$ cat config.mk
export PLATFORM = sky130hd
export DESIGN_NAME = ulpb_tx_queue
export DESIGN_NICKNAME = d
export VERILOG_FILES = /design/src/rtl/ulpb_tx_queue.sv
export SDC_FILE = /design/constraint.sdc
export NUM_CORES = 1
export LEC_CHECK = 0
export BUFFER_PORTS_ARGS = -buffer_cell sky130_fd_sc_hd__buf_4
export CORE_ASPECT_RATIO = 1.5
export CORE_MARGIN = 2
export CORE_UTILIZATION = 52
export CTS_CLUSTER_SIZE = 20
export DETAILED_ROUTE_END_ITERATION = 10
export PLACE_DENSITY = 0.82
export SLEW_MARGIN = 25
export SYNTH_ARGS = -nofsm -noshare
export SYNTH_HDL_FRONTEND = slang
export SYNTH_SLANG_ARGS = --single-unit
$ cat constraint.sdc
create_clock -name CLK -period 2 [get_ports CLK]
set_input_delay 0.3 -clock CLK [delete_from_list [all_inputs] [get_ports CLK]]
set_output_delay 0.3 -clock CLK [all_outputs]
set_load 0.01 [all_outputs]
$ cat src/rtl/ulpb_tx_queue.sv
// Transmit message queue in front of the ULPB bus node: buffers {addr, data}
// messages and presents them one at a time over the REQ_TX/ACK_TX 4-phase handshake.
module ulpb_tx_queue #(
  parameter int unsigned ADDR_WIDTH = 8,
  parameter int unsigned DATA_WIDTH = 32,
  parameter int unsigned DEPTH      = 4
) (
  input  logic                        CLK,
  input  logic                        RESET,
  input  logic [ADDR_WIDTH-1:0]       WR_ADDR,
  input  logic [DATA_WIDTH-1:0]       WR_DATA,
  input  logic                        WR_EN,
  input  logic                        FLUSH,
  output logic                        FULL,
  output logic                        EMPTY,
  output logic [$clog2(DEPTH):0]      COUNT,
  output logic                        OVERFLOW,
  output logic [ADDR_WIDTH-1:0]       ADDR_IN,
  output logic [DATA_WIDTH-1:0]       DATA_IN,
  output logic                        REQ_TX,
  input  logic                        ACK_TX,
  output logic                        BUSY,
  output logic                        TX_SENT
);

  localparam int unsigned PW = $clog2(DEPTH);
  localparam int unsigned CW = PW + 1;

  typedef enum logic [1:0] {StIdle, StReq, StRelease} state_e;

  state_e                r_state;
  logic [ADDR_WIDTH-1:0] r_mem_addr [DEPTH];
  logic [DATA_WIDTH-1:0] r_mem_data [DEPTH];
  logic [PW-1:0]         r_head;
  logic [PW-1:0]         r_tail;
  logic [CW-1:0]         r_count;
  logic                  r_overflow;
  logic                  r_req;
  logic                  r_sent;
  logic [ADDR_WIDTH-1:0] r_addr;
  logic [DATA_WIDTH-1:0] r_data;

  logic w_full;
  logic w_empty;
  logic w_push;
  logic w_launch;

  assign w_full   = (r_count == CW'(DEPTH));
  assign w_empty  = (r_count == '0);
  // FULL is from the registered count, so a same-cycle pop never frees a slot for a push.
  assign w_push   = WR_EN & ~w_full & ~FLUSH;
  // A stale ACK_TX or a FLUSH both hold off the launch.
  assign w_launch = (r_state == StIdle) & ~w_empty & ~ACK_TX & ~FLUSH;

  always_ff @(posedge CLK) begin
    if (w_push) begin
      r_mem_addr[r_tail] <= WR_ADDR;
      r_mem_data[r_tail] <= WR_DATA;
    end
  end

  always_ff @(posedge CLK) begin
    if (RESET) begin
      r_state    <= StIdle;
      r_head     <= '0;
      r_tail     <= '0;
      r_count    <= '0;
      r_overflow <= 1'b0;
      r_req      <= 1'b0;
      r_sent     <= 1'b0;
      r_addr     <= '0;
      r_data     <= '0;
    end else begin
      r_sent <= 1'b0;

      if (FLUSH) begin
        r_head     <= r_tail;
        r_count    <= '0;
        r_overflow <= 1'b0;
      end else begin
        if (w_push) r_tail <= r_tail + PW'(1);
        if (w_launch) r_head <= r_head + PW'(1);
        if (WR_EN && w_full) r_overflow <= 1'b1;
        if (w_push && !w_launch) begin
          r_count <= r_count + CW'(1);
        end else if (w_launch && !w_push) begin
          r_count <= r_count - CW'(1);
        end
      end

      case (r_state)
        StIdle: begin
          if (w_launch) begin
            r_state <= StReq;
            r_req   <= 1'b1;
            r_addr  <= r_mem_addr[r_head];
            r_data  <= r_mem_data[r_head];
          end
        end
        StReq: begin
          if (ACK_TX) begin
            r_state <= StRelease;
            r_req   <= 1'b0;
            r_sent  <= 1'b1;
          end
        end
        StRelease: begin
          if (!ACK_TX) r_state <= StIdle;
        end
        default: begin
          r_state <= StIdle;
          r_req   <= 1'b0;
        end
      endcase
    end
  end

  assign FULL     = w_full;
  assign EMPTY    = w_empty;
  assign COUNT    = r_count;
  assign OVERFLOW = r_overflow;
  assign ADDR_IN  = r_addr;
  assign DATA_IN  = r_data;
  assign REQ_TX   = r_req;
  assign BUSY     = (r_state != StIdle);
  assign TX_SENT  = r_sent;

endmodule

==> metrics.txt <==
# TYPE chip_impl_metric gauge
chip_impl_metric{name="yosysUniqueCellTypes",unit=""} 39
chip_impl_metric{name="floorplan.core_area",unit="mm²"} 0.01548
chip_impl_metric{name="grt_first_pass_wirelength",unit="µm"} 25670
chip_impl_metric{name="portBuffers",unit=""} 93
chip_impl_metric{name="filler_cell_count",unit=""} 1059
chip_impl_info{name="dominant_combinational_cell_family_by_area_after_synthesis",value="multiplexers"} 1
chip_impl_metric{name="met1_usage",unit="%"} 22.54
chip_impl_metric{name="first_pass_iters",unit=""} 5
chip_impl_metric{name="multi_input_area",unit="mm²"} 0.002105
chip_impl_metric{name="max_cap_violations",unit=""} 0
chip_impl_info{name="synth_flop_type",value="sky130_fd_sc_hd__edfxtp_1"} 1
chip_impl_info{name="timing.hold.worst.start",value="WR_DATA[20]"} 1
chip_impl_metric{name="place_area",unit="mm²"} 0.009200
chip_impl_metric{name="timing.critical_path.arrival",unit="ps"} 2400
chip_impl_metric{name="critPathRequiredTime",unit="ps"} 2410
chip_impl_metric{name="syn-instance-count",unit=""} 466
chip_impl_metric{name="grt_antenna_before_repair",unit=""} 0
chip_impl_info{name="cts_root_buf",value="sky130_fd_sc_hd__clkbuf_16"} 1
chip_impl_metric{name="layout_min_cycle_time",unit="ps"} 1992
chip_impl_metric{name="htreeDepth",unit=""} 1
chip_impl_metric{name="post_synth_instance_area",unit="mm²"} 0.008149
chip_impl_metric{name="synth-compound-area-share",unit="%"} 7.938
chip_impl_metric{name="post_synth_fa_ha_maj_area_fraction",unit="%"} 1.013
chip_impl_metric{name="post_drt_wl_per_cell",unit="µm"} 20.77
chip_impl_metric{name="die_w",unit="µm"} 106.2
chip_impl_metric{name="rows",unit=""} 56
chip_impl_metric{name="antenna_cells",unit=""} 0
chip_impl_metric{name="synth_async_sr_flop_share",unit="%"} 0
chip_impl_metric{name="seq_area_frac_synth",unit="%"} 71.73
chip_impl_metric{name="critPathMaxFanout",unit=""} 2
chip_impl_info{name="grt.busiest_layer",value="met2"} 1
chip_impl_metric{name="finish.cell_count_without_fillers",unit=""} 799
chip_impl_metric{name="top_cell_type_s_share_of_synthesized_area",unit="%"} 58.96
chip_impl_metric{name="detailedRoute.firstIterationViolations",unit=""} 223
chip_impl_metric{name="grt_max_degree",unit=""} 50
chip_impl_metric{name="post-route-util",unit="%"} 64.54
chip_impl_metric{name="hold_viol",unit=""} 0
chip_impl_info{name="run_status",value="complete, no violations"} 1
chip_impl_info{name="critPathCaptureType",value="register"} 1
chip_impl_metric{name="number_of_antenna_violating_nets_in_the_routed_design",unit=""} 0
chip_impl_metric{name="synthesized_netlist_net_count",unit=""} 517
chip_impl_info{name="most_common_library_cells_after_synthesis",value="sky130_fd_sc_hd__edfxtp_1 (160), sky130_fd_sc_hd__dfxtp_1 (52), sky130_fd_sc_hd__a21oi_1 (46)"} 1
chip_impl_metric{name="powerDensity",unit="mW/mm²"} 941.9
chip_impl_metric{name="layout.cell_area.non_filler",unit="mm²"} 0.009993
chip_impl_info{name="tritoncts",value="yes"} 1
chip_impl_metric{name="io-pin-count",unit=""} 94
chip_impl_metric{name="clock_skew",unit="ps"} 17.91
chip_impl_metric{name="dp_hpwl",unit="µm"} 10260
chip_impl_metric{name="post_synth_xor_area_fraction",unit="%"} 0.3224
chip_impl_metric{name="timing.max_slew.rel_slack",unit="%"} 62.12
chip_impl_metric{name="fin_tns_setup",unit="ps"} 0
chip_impl_metric{name="final_max_slew_viol_count",unit=""} 0
chip_impl_metric{name="drive_gt1_share",unit="%"} 42.62
chip_impl_metric{name="place_inst",unit=""} 755
chip_impl_info{name="reg2reg_from",value="COUNT[0]"} 1
chip_impl_metric{name="floorplan.initialDensity",unit="%"} 52.63
chip_impl_metric{name="gp_congestion",unit=""} 0.7990
chip_impl_metric{name="syn_avg_cell_area",unit="µm²"} 17.49
chip_impl_metric{name="clock_tree.buffer_depth",unit=""} 3
chip_impl_info{name="crit_path_start_kind",value="register"} 1
chip_impl_metric{name="yosys_warn_count",unit=""} 0
chip_impl_metric{name="global_route.usage.met2",unit="%"} 36.87
chip_impl_metric{name="tritoncts.num_buffers",unit=""} 20
chip_impl_metric{name="synthSimpleGateAreaFrac",unit="%"} 4.806
chip_impl_metric{name="synth.mux.area_fraction",unit="%"} 11.18
chip_impl_metric{name="synth_edf_count",unit=""} 160
chip_impl_metric{name="timing.hold.ws",unit="ps"} 17.77
chip_impl_info{name="synth_most_common_cell",value="sky130_fd_sc_hd__edfxtp_1"} 1
chip_impl_metric{name="worst-slew-pin-transition",unit="ps"} 568.2
chip_impl_metric{name="groute.usage.overall",unit="%"} 20.02
chip_impl_metric{name="area_delta_synth_final",unit="%"} 22.63
chip_impl_metric{name="max_freq",unit="MHz"} 502.0
chip_impl_metric{name="grt_util_met3",unit="%"} 2.774
chip_impl_info{name="synthTopCellsByArea",value="sky130_fd_sc_hd__edfxtp_1 (59%), sky130_fd_sc_hd__dfxtp_1 (13%), sky130_fd_sc_hd__mux4_2 (11%)"} 1
chip_impl_metric{name="dieHeight",unit="µm"} 157.3
chip_impl_metric{name="detail_route.drc_violations",unit=""} 0
chip_impl_info{name="setup_repair_after_global_routing_missed_its_margin",value="true"} 1
chip_impl_metric{name="vias_per_cell",unit=""} 5.703
chip_impl_info{name="critical_path.startpoint",value="COUNT[0]"} 1
chip_impl_metric{name="cts_num_sinks",unit=""} 212
chip_impl_metric{name="route.vias.total",unit=""} 4557
chip_impl_metric{name="clock_latency_at_the_later_pin_of_the_worst_skew_pair",unit="ps"} 490
chip_impl_metric{name="grt_pass1_vias",unit=""} 4915
chip_impl_metric{name="setup_viol",unit=""} 0
chip_impl_metric{name="seqCellArea",unit="mm²"} 0.005852
chip_impl_metric{name="die_area",unit="mm²"} 0.01671
chip_impl_info{name="critical_path_class",value="register to register"} 1
chip_impl_metric{name="peak_ir_drop_on_the_vdd_network",unit="µV"} 761.4
chip_impl_metric{name="total_leakage_power",unit="nW"} 3.388
chip_impl_metric{name="clk_pin_slew",unit="ps"} 70
chip_impl_info{name="type_of_the_most_critical_hold_path",value="primary input to register"} 1
chip_impl_info{name="netlist.top_cell.by_area",value="sky130_fd_sc_hd__edfxtp_1"} 1
chip_impl_metric{name="nNetsFinal",unit=""} 633
chip_impl_metric{name="grt_overflow_total",unit=""} 0
chip_impl_metric{name="routed_wl",unit="µm"} 16590
chip_impl_metric{name="final_min_period_over_clock_period",unit="%"} 99.60
chip_impl_metric{name="synth_seq_cells",unit=""} 212
layer usage:
metal	wire (µm)	up-vias
met1	6140	2304
met2	9071	140
li1	-	2071
met5	0	-
met4	624	0
met3	756	42
per-stage QoR:
stage	total power (W)	worst slack, ps
finish	0.009413	8.042
floorplan	0.005427	-200.7
CTS	0.009495	-14.21
global route	0.009710	-35.85
detailed placement	0.005730	-117.3
global placement	0.005692	3.287
layout make-up:
| cell class | instances | share of cell area (%) |
|---|---|---|
| Tap cell | 203 | 2.542 |
| Clock buffer | 28 | 5.622 |
| Inverter | 6 | 0.3005 |
| Timing Repair Buffer | 130 | 10.98 |
| Multi-Input combinational cell | 212 | 21.06 |
| Clock inverter | 8 | 0.9390 |
| Sequential cell | 212 | 58.56 |
power breakdown:
part	leakage (nW)	switching [W]	total, W	internal, W
clock	0.318	0.00152	0.00374	0.00223
sequential	1.87	0.0000542	0.00489	0.00483
combinational	1.19	0.000423	0.000783	0.000360
total	3.39	0.00199	0.00941	0.00742
timing repair:
item                                    4_1_cts  5_1_grt
gates resized for setup                      13        4
pin swaps                                     3        1
buffers inserted                              1        0
hold buffers                                  7        0
endpoints found under the setup margin        2        3
hold endpoints to repair                     19        0
critical path: stages (launching register included):
cell,delay [ps]
sky130_fd_sc_hd__dfxtp_2,320
sky130_fd_sc_hd__or3_4,420
sky130_fd_sc_hd__nand2_4,90
sky130_fd_sc_hd__ha_4,130
sky130_fd_sc_hd__inv_2,40
sky130_fd_sc_hd__fa_2,330
sky130_fd_sc_hd__xor2_1,160
sky130_fd_sc_hd__or3_1,340
sky130_fd_sc_hd__a21oi_2,110
final timing paths:
| path | endpoint | slack (ps) | cells after the start |
|---|---|---|---|
| worst min register to register | DATA_IN[31] | 460 | 2 |
| worst min-delay path | r_mem_data[1][20] | 20 | 1 |
| worst max-delay path | COUNT[2] | 8 | 8 |
| worst max register to register | COUNT[2] | 8 | 8 |
sequential cells by signal, summed over array words and instances (netlist names):
name        count
DATA_IN        32
r_mem_data    128
REQ_TX          1
ADDR_IN         8
OVERFLOW        1
r_mem_addr     32
r_state         2
TX_SENT         1
r_head          2
COUNT           3
r_tail          2
cells in the final DEF, fill, tap and decap left out, types with 2 or more instances in the layout:
cell type,n
sky130_fd_sc_hd__or2_2,2
sky130_fd_sc_hd__o21ai_2,40
sky130_fd_sc_hd__o21ai_0,2
sky130_fd_sc_hd__nor2_1,3
sky130_fd_sc_hd__a2111oi_2,2
sky130_fd_sc_hd__mux4_2,40
sky130_fd_sc_hd__nand3_1,42
sky130_fd_sc_hd__nor2b_1,2
sky130_fd_sc_hd__dlygate4sd3_1,7
sky130_fd_sc_hd__and3_2,4
sky130_fd_sc_hd__edfxtp_1,160
sky130_fd_sc_hd__inv_1,3
sky130_fd_sc_hd__xor2_1,2
sky130_fd_sc_hd__buf_12,8
sky130_fd_sc_hd__buf_4,114
sky130_fd_sc_hd__clkinv_1,3
sky130_fd_sc_hd__dfxtp_1,49
sky130_fd_sc_hd__bufinv_16,2
sky130_fd_sc_hd__clkbuf_16,21
sky130_fd_sc_hd__clkinv_4,2
sky130_fd_sc_hd__o21ai_1,2
sky130_fd_sc_hd__ha_1,4
sky130_fd_sc_hd__clkbuf_1,6
sky130_fd_sc_hd__a21oi_1,45
sky130_fd_sc_hd__dfxtp_2,2
sky130_fd_sc_hd__and4_1,2
kinds of logic (layout without fill, tap and decap cells):
group / Yosys count / after routing
AOI/OAI and AO/OA: 94 / 94
adders and majority gates: 6 / 6
xor gates and xnor gates: 3 / 3
muxes: 41 / 41
buffers and inverters: 42 / 172
DFF: 212 / 212
and+or+nand+nor: 68 / 68
No activity file was read; power rests on OpenSTA's default activity.
